==> src/rtl/cpu_types_pkg.sv <==
// Shared CPU types for the fetch-stage PC control path.
// PC source encoding doubles as redirect priority (oldest pipeline stage wins).
package cpu_types_pkg;

    typedef enum logic [1:0] {
        PC_SEQ    = 2'd0,
        PC_JUMP   = 2'd1,
        PC_JR     = 2'd2,
        PC_BRANCH = 2'd3
    } pcsrc_t;

    typedef enum logic [1:0] {
        RUN  = 2'd0,
        PEND = 2'd1,
        HALT = 2'd2
    } pcseq_state_t;

    typedef struct packed {
        logic ifid;
        logic idex;
        logic exmem;
    } flush_t;

    // A redirect squashes every younger latch between its stage and fetch.
    function automatic flush_t flush_for(input pcsrc_t src);
        flush_t f;
        f.ifid  = (src != PC_SEQ);
        f.idex  = (src == PC_JR) || (src == PC_BRANCH);
        f.exmem = (src == PC_BRANCH);
        return f;
    endfunction

endpackage

==> src/rtl/pc_redirect_prio.sv <==
// Picks the oldest active redirect among branch (MEM), JR (EX) and jump (ID).
module pc_redirect_prio
    import cpu_types_pkg::*;
(
    input  logic        br_taken,
    input  logic [31:0] br_target,
    input  logic        jr_valid,
    input  logic [31:0] jr_target,
    input  logic        jmp_valid,
    input  logic [31:0] jmp_target,
    output pcsrc_t      src,
    output logic [31:0] target
);

    always_comb begin
        src    = PC_SEQ;
        target = '0;
        if (br_taken) begin
            src    = PC_BRANCH;
            target = br_target;
        end else if (jr_valid) begin
            src    = PC_JR;
            target = jr_target;
        end else if (jmp_valid) begin
            src    = PC_JUMP;
            target = jmp_target;
        end
    end

endmodule

==> src/rtl/pc_sequencer.sv <==
// Fetch PC controller: next PC / enable, redirect arbitration with a pending
// slot for redirects arriving during an imem miss, pipeline flushes and halt.
module pc_sequencer
    import cpu_types_pkg::*;
#(
    parameter int unsigned CNT_W   = 16,
    parameter int unsigned PC_STEP = 4
) (
    input  logic             CLK,
    input  logic             nRST,
    input  logic [31:0]      current_pc,
    input  logic             ihit,
    input  logic             hazard_stall,
    input  logic             halt,
    input  logic             br_taken,
    input  logic [31:0]      br_target,
    input  logic             jr_valid,
    input  logic [31:0]      jr_target,
    input  logic             jmp_valid,
    input  logic [31:0]      jmp_target,
    output logic [31:0]      next_pc,
    output logic             pc_en,
    output logic             flush_ifid,
    output logic             flush_idex,
    output logic             flush_exmem,
    output logic             halted,
    output logic [CNT_W-1:0] redirect_cnt
);

    pcseq_state_t state, state_next;
    pcsrc_t       pend_src, pend_src_next;
    logic [31:0]  pend_target, pend_target_next;
    pcsrc_t       win_src, eff_src;
    logic [31:0]  win_target, eff_target;
    logic [31:0]  seq_pc;
    logic         cnt_inc;
    flush_t       flush;

    pc_redirect_prio u_prio (
        .br_taken   (br_taken),
        .br_target  (br_target),
        .jr_valid   (jr_valid),
        .jr_target  (jr_target),
        .jmp_valid  (jmp_valid),
        .jmp_target (jmp_target),
        .src        (win_src),
        .target     (win_target)
    );

    assign seq_pc      = current_pc + 32'(PC_STEP);
    assign flush_ifid  = flush.ifid;
    assign flush_idex  = flush.idex;
    assign flush_exmem = flush.exmem;
    assign halted      = (state == HALT);

    always_ff @(posedge CLK or negedge nRST) begin
        if (!nRST) begin
            state        <= RUN;
            pend_src     <= PC_SEQ;
            pend_target  <= '0;
            redirect_cnt <= '0;
        end else begin
            state       <= state_next;
            pend_src    <= pend_src_next;
            pend_target <= pend_target_next;
            if (cnt_inc && (redirect_cnt != '1))
                redirect_cnt <= redirect_cnt + 1'b1;
        end
    end

    // Outputs are forced quiet while reset is held so the PC register sees no stray load.
    always_comb begin
        state_next       = state;
        pend_src_next    = pend_src;
        pend_target_next = pend_target;
        eff_src          = pend_src;
        eff_target       = pend_target;
        cnt_inc          = 1'b0;
        next_pc          = seq_pc;
        pc_en            = 1'b0;
        flush            = flush_for(PC_SEQ);

        if (!nRST) begin
            state_next = RUN;
        end else if (halt) begin
            state_next    = HALT;
            pend_src_next = PC_SEQ;
        end else begin
            case (state)
                RUN: begin
                    if (win_src != PC_SEQ) begin
                        flush   = flush_for(win_src);
                        next_pc = win_target;
                        if (ihit) begin
                            pc_en   = 1'b1;
                            cnt_inc = 1'b1;
                        end else begin
                            state_next       = PEND;
                            pend_src_next    = win_src;
                            pend_target_next = win_target;
                        end
                    end else begin
                        pc_en = ihit & ~hazard_stall;
                    end
                end
                PEND: begin
                    // Only an older instruction's redirect may replace the held one.
                    if (win_src > pend_src) begin
                        flush      = flush_for(win_src);
                        eff_src    = win_src;
                        eff_target = win_target;
                    end
                    next_pc = eff_target;
                    pc_en   = ihit;
                    if (ihit) begin
                        state_next    = RUN;
                        pend_src_next = PC_SEQ;
                        cnt_inc       = 1'b1;
                    end else begin
                        pend_src_next    = eff_src;
                        pend_target_next = eff_target;
                    end
                end
                default: begin
                    state_next = HALT;
                end
            endcase
        end
    end

endmodule

==> config.mk <==
export PLATFORM = sky130hd
export DESIGN_NAME = pc_sequencer
export DESIGN_NICKNAME = d
export VERILOG_FILES = /design/src/rtl/cpu_types_pkg.sv /design/src/rtl/pc_redirect_prio.sv /design/src/rtl/pc_sequencer.sv
export SDC_FILE = /design/constraint.sdc
export NUM_CORES = 1
export LEC_CHECK = 0
export BUFFER_PORTS_ARGS = -buffer_cell sky130_fd_sc_hd__buf_2
export CORE_ASPECT_RATIO = 0.5
export CORE_MARGIN = 3
export CORE_UTILIZATION = 50
export CTS_BUF_LIST = sky130_fd_sc_hd__clkbuf_4
export DETAILED_ROUTE_END_ITERATION = 10
export PLACE_DENSITY_LB_ADDON = 0.15
export REMOVE_ABC_BUFFERS = 1
export SLEW_MARGIN = 20
export SYNTH_ARGS = -nofsm -noshare
export SYNTH_HDL_FRONTEND = slang
export SYNTH_HIERARCHICAL = 1
export SYNTH_SLANG_ARGS = --single-unit
==> constraint.sdc <==
create_clock -name CLK -period 5.7 [get_ports CLK]
set_clock_uncertainty 0.1 [all_clocks]
set_input_delay 0.855 -clock CLK [delete_from_list [all_inputs] [get_ports CLK]]
set_output_delay 0.855 -clock CLK [all_outputs]
set_load 0.005 [all_outputs]
# Word level (Yosys, flattened, before mapping)
# Index checks and enable logic that the tools add are counted.
dict set report totals {
  reg_bits 52
  out_inout_bits 53
  wordCells 74
}
dict set report op_classes {
  add_sub_neg 2
  magnitude_cmp 1
  n_eq_ne 14
  mux 41
  bitwise 3
  reduce_logical 9
}
# operator n
set op_table {}
lappend op_table {{$mux W32} 10}
lappend op_table {{$pmux W32 S2} 2}
lappend op_table {{$add A32 B3 Y32 const B} 1}
lappend op_table {{$mux W2} 12}
lappend op_table {{$add A16 B1 Y16 const B} 1}
lappend op_table {{$ne A16 B16 Y1 const B} 1}
lappend op_table {{$ne A4 B4 Y1 const B} 4}
lappend op_table {{$mux W3} 4}
lappend op_table {{$mux W1} 8}
lappend op_table {{$pmux W2 S2} 2}
lappend op_table {{$eq A2 B2 Y1 const B} 3}
lappend op_table {{$ne A2 B2 Y1 const B} 3}
lappend op_table {{$ne A3 B3 Y1 const B} 2}
lappend op_table {{$pmux W3 S2} 1}
lappend op_table {{$reduce_and A6 Y1} 1}
lappend op_table {{$reduce_and A5 Y1} 1}
lappend op_table {{$pmux W1 S2} 2}
lappend op_table {{$reduce_bool A2 Y1} 2}
lappend op_table {{$reduce_and A3 Y1} 1}
lappend op_table {{$reduce_bool A3 Y1} 1}
lappend op_table {{$eq A2 B1 Y1 const B} 1}
lappend op_table {{$gt A2 B2 Y1} 1}
lappend op_table {{$logic_not A2 Y1} 1}
lappend op_table {{$not A1 Y1} 2}
lappend op_table {{3 further kinds} 3}

# Longest topological paths before layout
# Gate-level depths: netlist of run 1.
dict set report logic_depth {
  word_depth 9
  ltp_mapped 12
  depth_no_buf 9
}

# By module
# The synthesis of run 1 kept the hierarchy.
# module n_inst cells_each area_each_um2
set by_module_without_submodules {}
lappend by_module_without_submodules {pc_sequencer 1 369 3509.6}
lappend by_module_without_submodules {pc_redirect_prio 1 149 927.1}

# Worst setup path before layout of run 1
# Ideal clock, no wire load.
dict set report synth_path {
  kind {input -> output}
  startpoint {in jr_valid}
  endpoint {out next_pc[4]}
  t_arrival_ns 2.871
  slack_ns 1.874
  path_stages 10
  path_buffers 3
  path_cell_list {buf_6 buf_4 or2_1 ha_1 and3_1 a21o_1 clkbuf_1 nor2_1 a22oi_1 o22ai_1}
}
dict set report synth_between {
  elab_chain_cells 7
  elab_cells_between_ends 11
  classes_between {order compare (1); mux (9); reduce/logical (1)}
}
# element line
set synth_lines {}
lappend synth_lines {{from (decl)} pc_sequencer.sv:17} ;# input logic jr_valid,
lappend synth_lines {{$mux W2 (*)} pc_redirect_prio.sv:21} ;# end else if (jr_valid) begin
lappend synth_lines {{$mux W2 (*)} pc_redirect_prio.sv:18} ;# if (br_taken) begin
lappend synth_lines {{named net win_src[1]} pc_sequencer.sv:33} ;# pcsrc_t win_src, eff_src;
lappend synth_lines {{$gt A2 B2 Y1 or $reduce_bool A2 Y1 (tied branches)} {pc_sequencer.sv:108, pc_sequencer.sv:91}}
lappend synth_lines {{$mux W32 (on tied branches)} {pc_sequencer.sv:108, pc_sequencer.sv:91}}
lappend synth_lines {{$pmux W32 S2 (*)} pc_sequencer.sv:89} ;# case (state)
lappend synth_lines {{$mux W32 (*)} pc_sequencer.sv:85} ;# end else if (halt) begin
lappend synth_lines {{$mux W32 (*)} pc_sequencer.sv:83} ;# if (!nRST) begin
lappend synth_lines {{to (decl)} pc_sequencer.sv:21} ;# output logic [31:0] next_pc,
# The timed path passes the listed nets; every way through them passes the cells marked *.

# Worst setup path after layout of run 1
dict set report layout_path {
  startpoint {in jmp_valid}
  endpoint {out next_pc[6]}
}
dict set report layout_between {
  elab_chain_cells 8
  elab_cells_between_ends 13
  classes_between {order compare (1); mux (11); reduce/logical (1)}
}
# element line
set layout_lines {}
lappend layout_lines {{from (decl)} pc_sequencer.sv:19} ;# input logic jmp_valid,
lappend layout_lines {{$mux W1 (*)} pc_redirect_prio.sv:24} ;# end else if (jmp_valid) begin
lappend layout_lines {{$mux W2 (*)} pc_redirect_prio.sv:21}
lappend layout_lines {{$mux W2 (*)} pc_redirect_prio.sv:18}
lappend layout_lines {{named net win_src[0]} pc_sequencer.sv:33}
lappend layout_lines {{$gt A2 B2 Y1 or $reduce_bool A2 Y1 (tied branches)} {pc_sequencer.sv:108, pc_sequencer.sv:91}}
lappend layout_lines {{$mux W32 (on tied branches)} {pc_sequencer.sv:108, pc_sequencer.sv:91}}
lappend layout_lines {{$pmux W32 S2 (*)} pc_sequencer.sv:89}
lappend layout_lines {{$mux W32 (*)} pc_sequencer.sv:85}
lappend layout_lines {{$mux W32 (*)} pc_sequencer.sv:83}
# Marks and branches as above.

==> flow_summary.toml, run 1 <==
[run_status]
outcome = "finished clean"

[detailed_routing]
drc = 0
drtIter0Drc = 326
drtPass1Iterations = 5
post_drt_wl_per_cell_um = 16.1
antenna_left = 0
vias = 4455
wl_mm = 12.7
vias_per_cell = 5.63

[global_routing]
grt_usage_pct = 24.5
grt_pass1_wl_mm = 20.4
antenna_found_initial = 0
grt-ovfl-total = 0
grt_max_degree = 65
grt_pass1_vias = 4233

[placed_design]
placed_cells = 783
dpl_cell_area_sq_um = 5320
hpwl_mm = 9.34
portBuffers = 188
pre_cts_slack_ns = 1.29
place_congestion = 0.861

[clock_tree]
post_cts_resized = 0
clk_pin_slew_ns = 0.16
post_cts_buffers = 0
root_buffer = "clkbuf_4"
numCtsBuffers = 5
cts_buffer_depth = 2
worstSkewPairLatency_ns = 0.39
htree_levels = 2
cts_tree = "done"
cts_hold_buf = 0
cts_num_sinks = 52

[floorplanning]
initial_core_util_pct = 53.3
rows = 23
die_w_um = 139
core_sq_um = 8320
num_io_pins = 189
dieHeight_um = 72.6
dieArea_sq_um = 10100

[sta]
timing.final.crit_share_pct = 78.1
maxSlewHeadroom_pct = 41.2
min_period_ns = 4.45
setup-violations-final = 0
setup_ws_ns = 1.25
setup_tns_ns = 0
rsz0062_at_grt = "false"
max_freq_ghz = 0.225
drv_slew = 0
finalHoldViolCount = 0
tightestPinTransition_ns = 0.882

[worst_setup_path]
slowest_delay_ns = 0.59
crit_fanout = 35
rr_endpoint = "pend_target[10]"
reg2regPathDepth = 5
r2r_slack_ns = 2.91
cp_cell_sequence = "buf_2 > buf_4 > a21o_1 > inv_1 > ha_1 > and3_1 > a21o_1 > buf_4 > nor2_1 > a22oi_1 > o22ai_1 > buf_2"
required_ns = 4.74
worst-path-buf-inv = 5
cp.arrival_ns = 3.49
start_kind = "primary input"
worstReg2RegStart = "state[0]"
worst_path_max_delay_cell = "nor2_1"
end_kind = "output pin"
crit_type = "in -> out"
path_delay_family = "buffers and inverters"

[finish]
nFillCells = 766
syn2layout_area_growth_pct = 21.2
fin_cells = 791
finalNetCount = 818
antennaDiodeCount = 0
multi_input_comb_area_sq_um = 2860
ff_latch_area_sq_um = 1300
drive_gt1_share_pct = 32.8
postLayoutCellArea_sq_um = 5380

[synth]
synth_edf_count = 0
ys_seq_area_share_pct = 29.3
syn_inst = 518
ys_types = 43
synthFlopType = "dfrtp_1"
syn_area_sq_um = 4440
async_reset_ff_share_pct = 100
yosysWarnings = 6
synth_seq_cells = 52
synth.most_common_cell = "a21oi_1"
synth_top_area_share_pct = 29.3
synth.largest_area_cell = "dfrtp_1"
post_synth.cell_area_avg_sq_um = 8.57
synth_area_leaders = "dfrtp_1 29%, a21oi_1 9.6%, mux2_1 8.6%, xnor2_1 7.9%, nand3b_1 5.4%"
synth_common_cells = "85 x a21oi_1, 52 x dfrtp_1, 40 x xnor2_1, 35 x and3_1, 35 x nor2b_1"

[power_and_ir_drop]
power_density_nw_per_um2 = 187
peakVddDrop_uv = 167
p_leak_nw = 2.48
finalPower_mw = 1.01

[job]
maxCapViolCount = 0

[hold_path]
hold_path_class = "in -> async"
[worst max-delay path by stage]
stage	from	endpoint	cells after the start
floorplan	br_taken	next_pc[4]	7
global placement	jmp_valid	next_pc[30]	7
detailed placement	jmp_valid	next_pc[9]	12
CTS	jmp_valid	next_pc[9]	12
global route	br_taken	next_pc[8]	10
finish	jmp_valid	next_pc[6]	12
[per-layer routing]
| layer | wire length, um | share of wire (%) | up-vias | track usage [%] |
|---|---|---|---|---|
| met5 | 0 | 0 | - | 0 |
| met4 | 116 | 0.91 | 0 | 5.10 |
| met3 | 1050 | 8.2 | 13 | 7.53 |
| met2 | 6190 | 49 | 140 | 42.6 |
| met1 | 5380 | 42 | 2106 | 30.8 |
| li1 | - | - | 2196 | - |
[sequential cells by signal, indices dropped and copies added (netlist names)]
name          cells
pend_src          2
pend_target      32
redirect_cnt     16
state             2
[kinds of logic after synthesis]
| logic type | Yosys count | synth area share (%) |
|---|---|---|
| compound gates | 139 | 18.1 |
| xor+xnor | 42 | 8.29 |
| fa+ha+maj | 4 | 1.13 |
| buf+inv | 51 | 6.46 |
| flops | 52 | 29.3 |
| mux | 34 | 8.63 |
| simple gates | 196 | 28.1 |
[where the power goes]
part / internal, mW / switching [mW]
clock network: 0.0477 / 0.121
logic: 0.171 / 0.167
registers: 0.448 / 0.0518
total: 0.667 / 0.340
[through the flow]
step                      utilization (%)  hold WS (ns)
after global routing                 64.7         0.202
after CTS                            64.7         0.210
after global placement               63.9         0.368
after floorplan                         -         0.358
final                                64.7         0.225
after detailed placement             64.0         0.375
[area by class of cell]
cell class | count | share of cell area (%)
inverters | 10 | 0.698
clock inverters | 3 | 0.349
multi-input cells | 415 | 53.1
well taps | 112 | 2.61
clock buffers | 5 | 0.698
repair buffers | 194 | 18.3
flip-flops and latches | 52 | 24.2
[cell usage in the layout (no fill, tap or decap), types with 3 or more instances in the layout]
master and count:
a21oi_1 84, a21oi_2 5, a22oi_1 10, and2_1 3
and3_1 35, buf_2 188, buf_4 6, clkbuf_4 5
dfrtp_1 52, ha_1 4, inv_1 10, mux2_1 34
nand2_1 22, nand3_1 15, nand3b_1 32, nand4_1 9
nor2_1 12, nor2b_1 35, nor3_1 10, nor3_2 3
nor4_2 5, o21ai_1 3, o22ai_1 28, xnor2_1 40
[worst reg2reg max path: cells and delay by family, from the launching register on]
family        cells  cell delay, ns
simple gates      3            1.33
flops             1            0.44
buf+inv           1            0.43
mux               1            0.39
Note: power is estimated with default switching activity, not from simulation.
==> run 2, diff against run 1 <==
Settings changed: ABC_AREA set to 1.
Clock period 5.7 ns to 4.3 ns, I/O delays scaled along.
==> run 2 against run 1 <==
Compared with the run above:
- worst setup slack got worse by 0.25 ns
- hold slack improved by 0.085 ns
- power increased by 56%
- register-to-register slack got worse by 1.1 ns
- count of clock-buffer cells in the layout increased by 1
- design area increased by 21%
- clock power increased by 50%
- area after synthesis increased by 24%
- critical path depth increased by 3
- largest cell class unchanged
- highest routed layer unchanged
==> flow_summary.toml, run 2 <==
[clock_tree]
cts_hold_buf = 0
clk_pin_slew_ns = 0.16
cts_tree = "done"
post_cts_buffers = 0
post_cts_resized = 0
htree_levels = 2
numCtsBuffers = 5
cts_buffer_depth = 2
root_buffer = "clkbuf_4"
cts_num_sinks = 52
worstSkewPairLatency_ns = 0.40

[synth]
syn_inst = 910
yosysWarnings = 6
synth.most_common_cell = "nand2_1"
synth_top_area_share_pct = 23.7
ys_seq_area_share_pct = 23.7
synth_seq_cells = 52
synth_edf_count = 0
async_reset_ff_share_pct = 100
synth_common_cells = "332 x nand2_1, 93 x nor2_1, 71 x a21oi_1, 66 x inv_1, 59 x o21ai_0"
post_synth.cell_area_avg_sq_um = 6.03
synthFlopType = "dfrtp_1"
syn_area_sq_um = 5480
synth.largest_area_cell = "dfrtp_1"
ys_types = 30
synth_area_leaders = "dfrtp_1 24%, nand2_1 23%, a21oi_1 6.5%, nor2_1 6.4%, o21ai_0 5.4%"

[finish]
top_regs = "pend_target: 32 flops, redirect_cnt: 16 flops"
final_common_cell = "nand2_1"
fin_cells = 1210
syn2layout_area_growth_pct = 18.2
finalNetCount = 1209
largest_register_ffs = 32
antennaDiodeCount = 0
utilization_pct = 62.1
postLayoutCellArea_sq_um = 6480
drive_gt1_share_pct = 26.0
mostFrequentLayoutCells = "331 x nand2_1, 188 x buf_2, 93 x nor2_1"
top_register = "pend_target"

[worst_setup_path]
crit_fanout = 39
end_kind = "output pin"
r2r_slack_ns = 1.84
required_ns = 3.56
crit_type = "in -> out"
cp.arrival_ns = 2.55
start_kind = "primary input"

[placed_design]
hpwl_mm = 12.9
portBuffers = 188
placed_cells = 1202
place_congestion = 0.975
dpl_cell_area_sq_um = 6420
pre_cts_slack_ns = 1.05

[run_status]
outcome = "finished clean"

[sta]
timing.hold.ws_ns = 0.311
setup_tns_ns = 0
timing.final.crit_share_pct = 76.6
drv_slew = 0
setup-violations-final = 0
setup_ws_ns = 1.00
maxSlewHeadroom_pct = 51.7
tightestPinTransition_ns = 0.725
finalHoldViolCount = 0
min_period_ns = 3.30
rsz0062_at_grt = "false"
max_freq_ghz = 0.303

[detailed_routing]
antenna_left = 0
drtIter0Drc = 486
vias = 6431
vias_per_cell = 5.31
wl_mm = 17.5
drtPass1Iterations = 5
post_drt_wl_per_cell_um = 14.5
drc = 0

[floorplanning]
initial_core_util_pct = 52.5
dieHeight_um = 80.1
dieArea_sq_um = 12300
num_io_pins = 189
rows = 26
core_sq_um = 10400
die_w_um = 154

[global_routing]
antenna_found_initial = 0
grt_pass1_wl_mm = 28.1
grt-ovfl-total = 0
grt_usage_pct = 27.9
grt_max_degree = 61
grt_pass1_vias = 5885

[power_and_ir_drop]
power_density_nw_per_um2 = 242
p_leak_nw = 3.39
peakVddDrop_uv = 134
finalPower_mw = 1.57

[job]
maxCapViolCount = 0

[hold_path]
hold_path_class = "in -> async"
-- run 2: changes by cell type in the layout (fill, tap and decap cells not counted), moves of 34 or more --
cell / change
nand2_1: +309
nor2_1: +81
o21ai_0: +58
inv_1: +56
and3_1: -35
nor2b_1: -35
mux2_1: -34
-- run 2: worst paths after layout --
kind,depth (start not counted),to,from
worst min register to register,2,pend_src[1],pend_src[1]
max in group asynchronous,2,pend_target[24],nRST
worst max-delay path,15,next_pc[17],jr_valid
worst max register to register,8,redirect_cnt[15],redirect_cnt[0]
min in group CLK,2,state[0],ihit
worst min-delay path,2,redirect_cnt[4],nRST
-- run 2: power by group --
part / leakage [nW] / switching, mW / internal (mW)
sequential: 0.654 / 0.0556 / 0.591
combinational: 2.70 / 0.416 / 0.251
clock: 0.0319 / 0.182 / 0.0718
-- run 2: cell type report --
class / count / area [sq um]
repair buffers: 201 / 1040
clock buffers: 6 / 45.0
well taps: 140 / 175
flip-flops and latches: 52 / 1300
inverters: 69 / 267
clock inverters: 2 / 16.3
multi-input cells: 740 / 3640
fillers: 1065 / 3960
-- run 2: routing by layer --
layer | vias up | part of all wire (%) | GRT usage (%)
li1 | 3251 | - | -
met1 | 2902 | 46 | 37.6
met2 | 251 | 45 | 46.8
met3 | 27 | 7.5 | 4.84
met4 | 0 | 1.6 | 6.96
met5 | - | 0 | 0
-- run 2: cell families (layout without fill, tap and decap cells) --
family	Yosys count	after routing	share of synthesized area (%)
adders and majority gates	4	4	0.913
DFF	52	52	23.7
AOI/OAI and AO/OA	191	191	19.5
buffers and inverters	118	278	10.2
and+or+nand+nor	514	514	40.7
xor gates and xnor gates	31	31	4.95
-- run 2: critical path, stage by stage --
cell,delay (ns)
buf_2,0.12
clkinv_4,0.05
nand2_1,0.04
nand2_1,0.17
inv_1,0.11
ha_1,0.28
nand2_1,0.06
nand2_2,0.07
buf_4,0.33
a21oi_1,0.10
o21ai_0,0.12
nand2_1,0.10
nand2_1,0.07
o21ai_0,0.10
buf_2,0.15
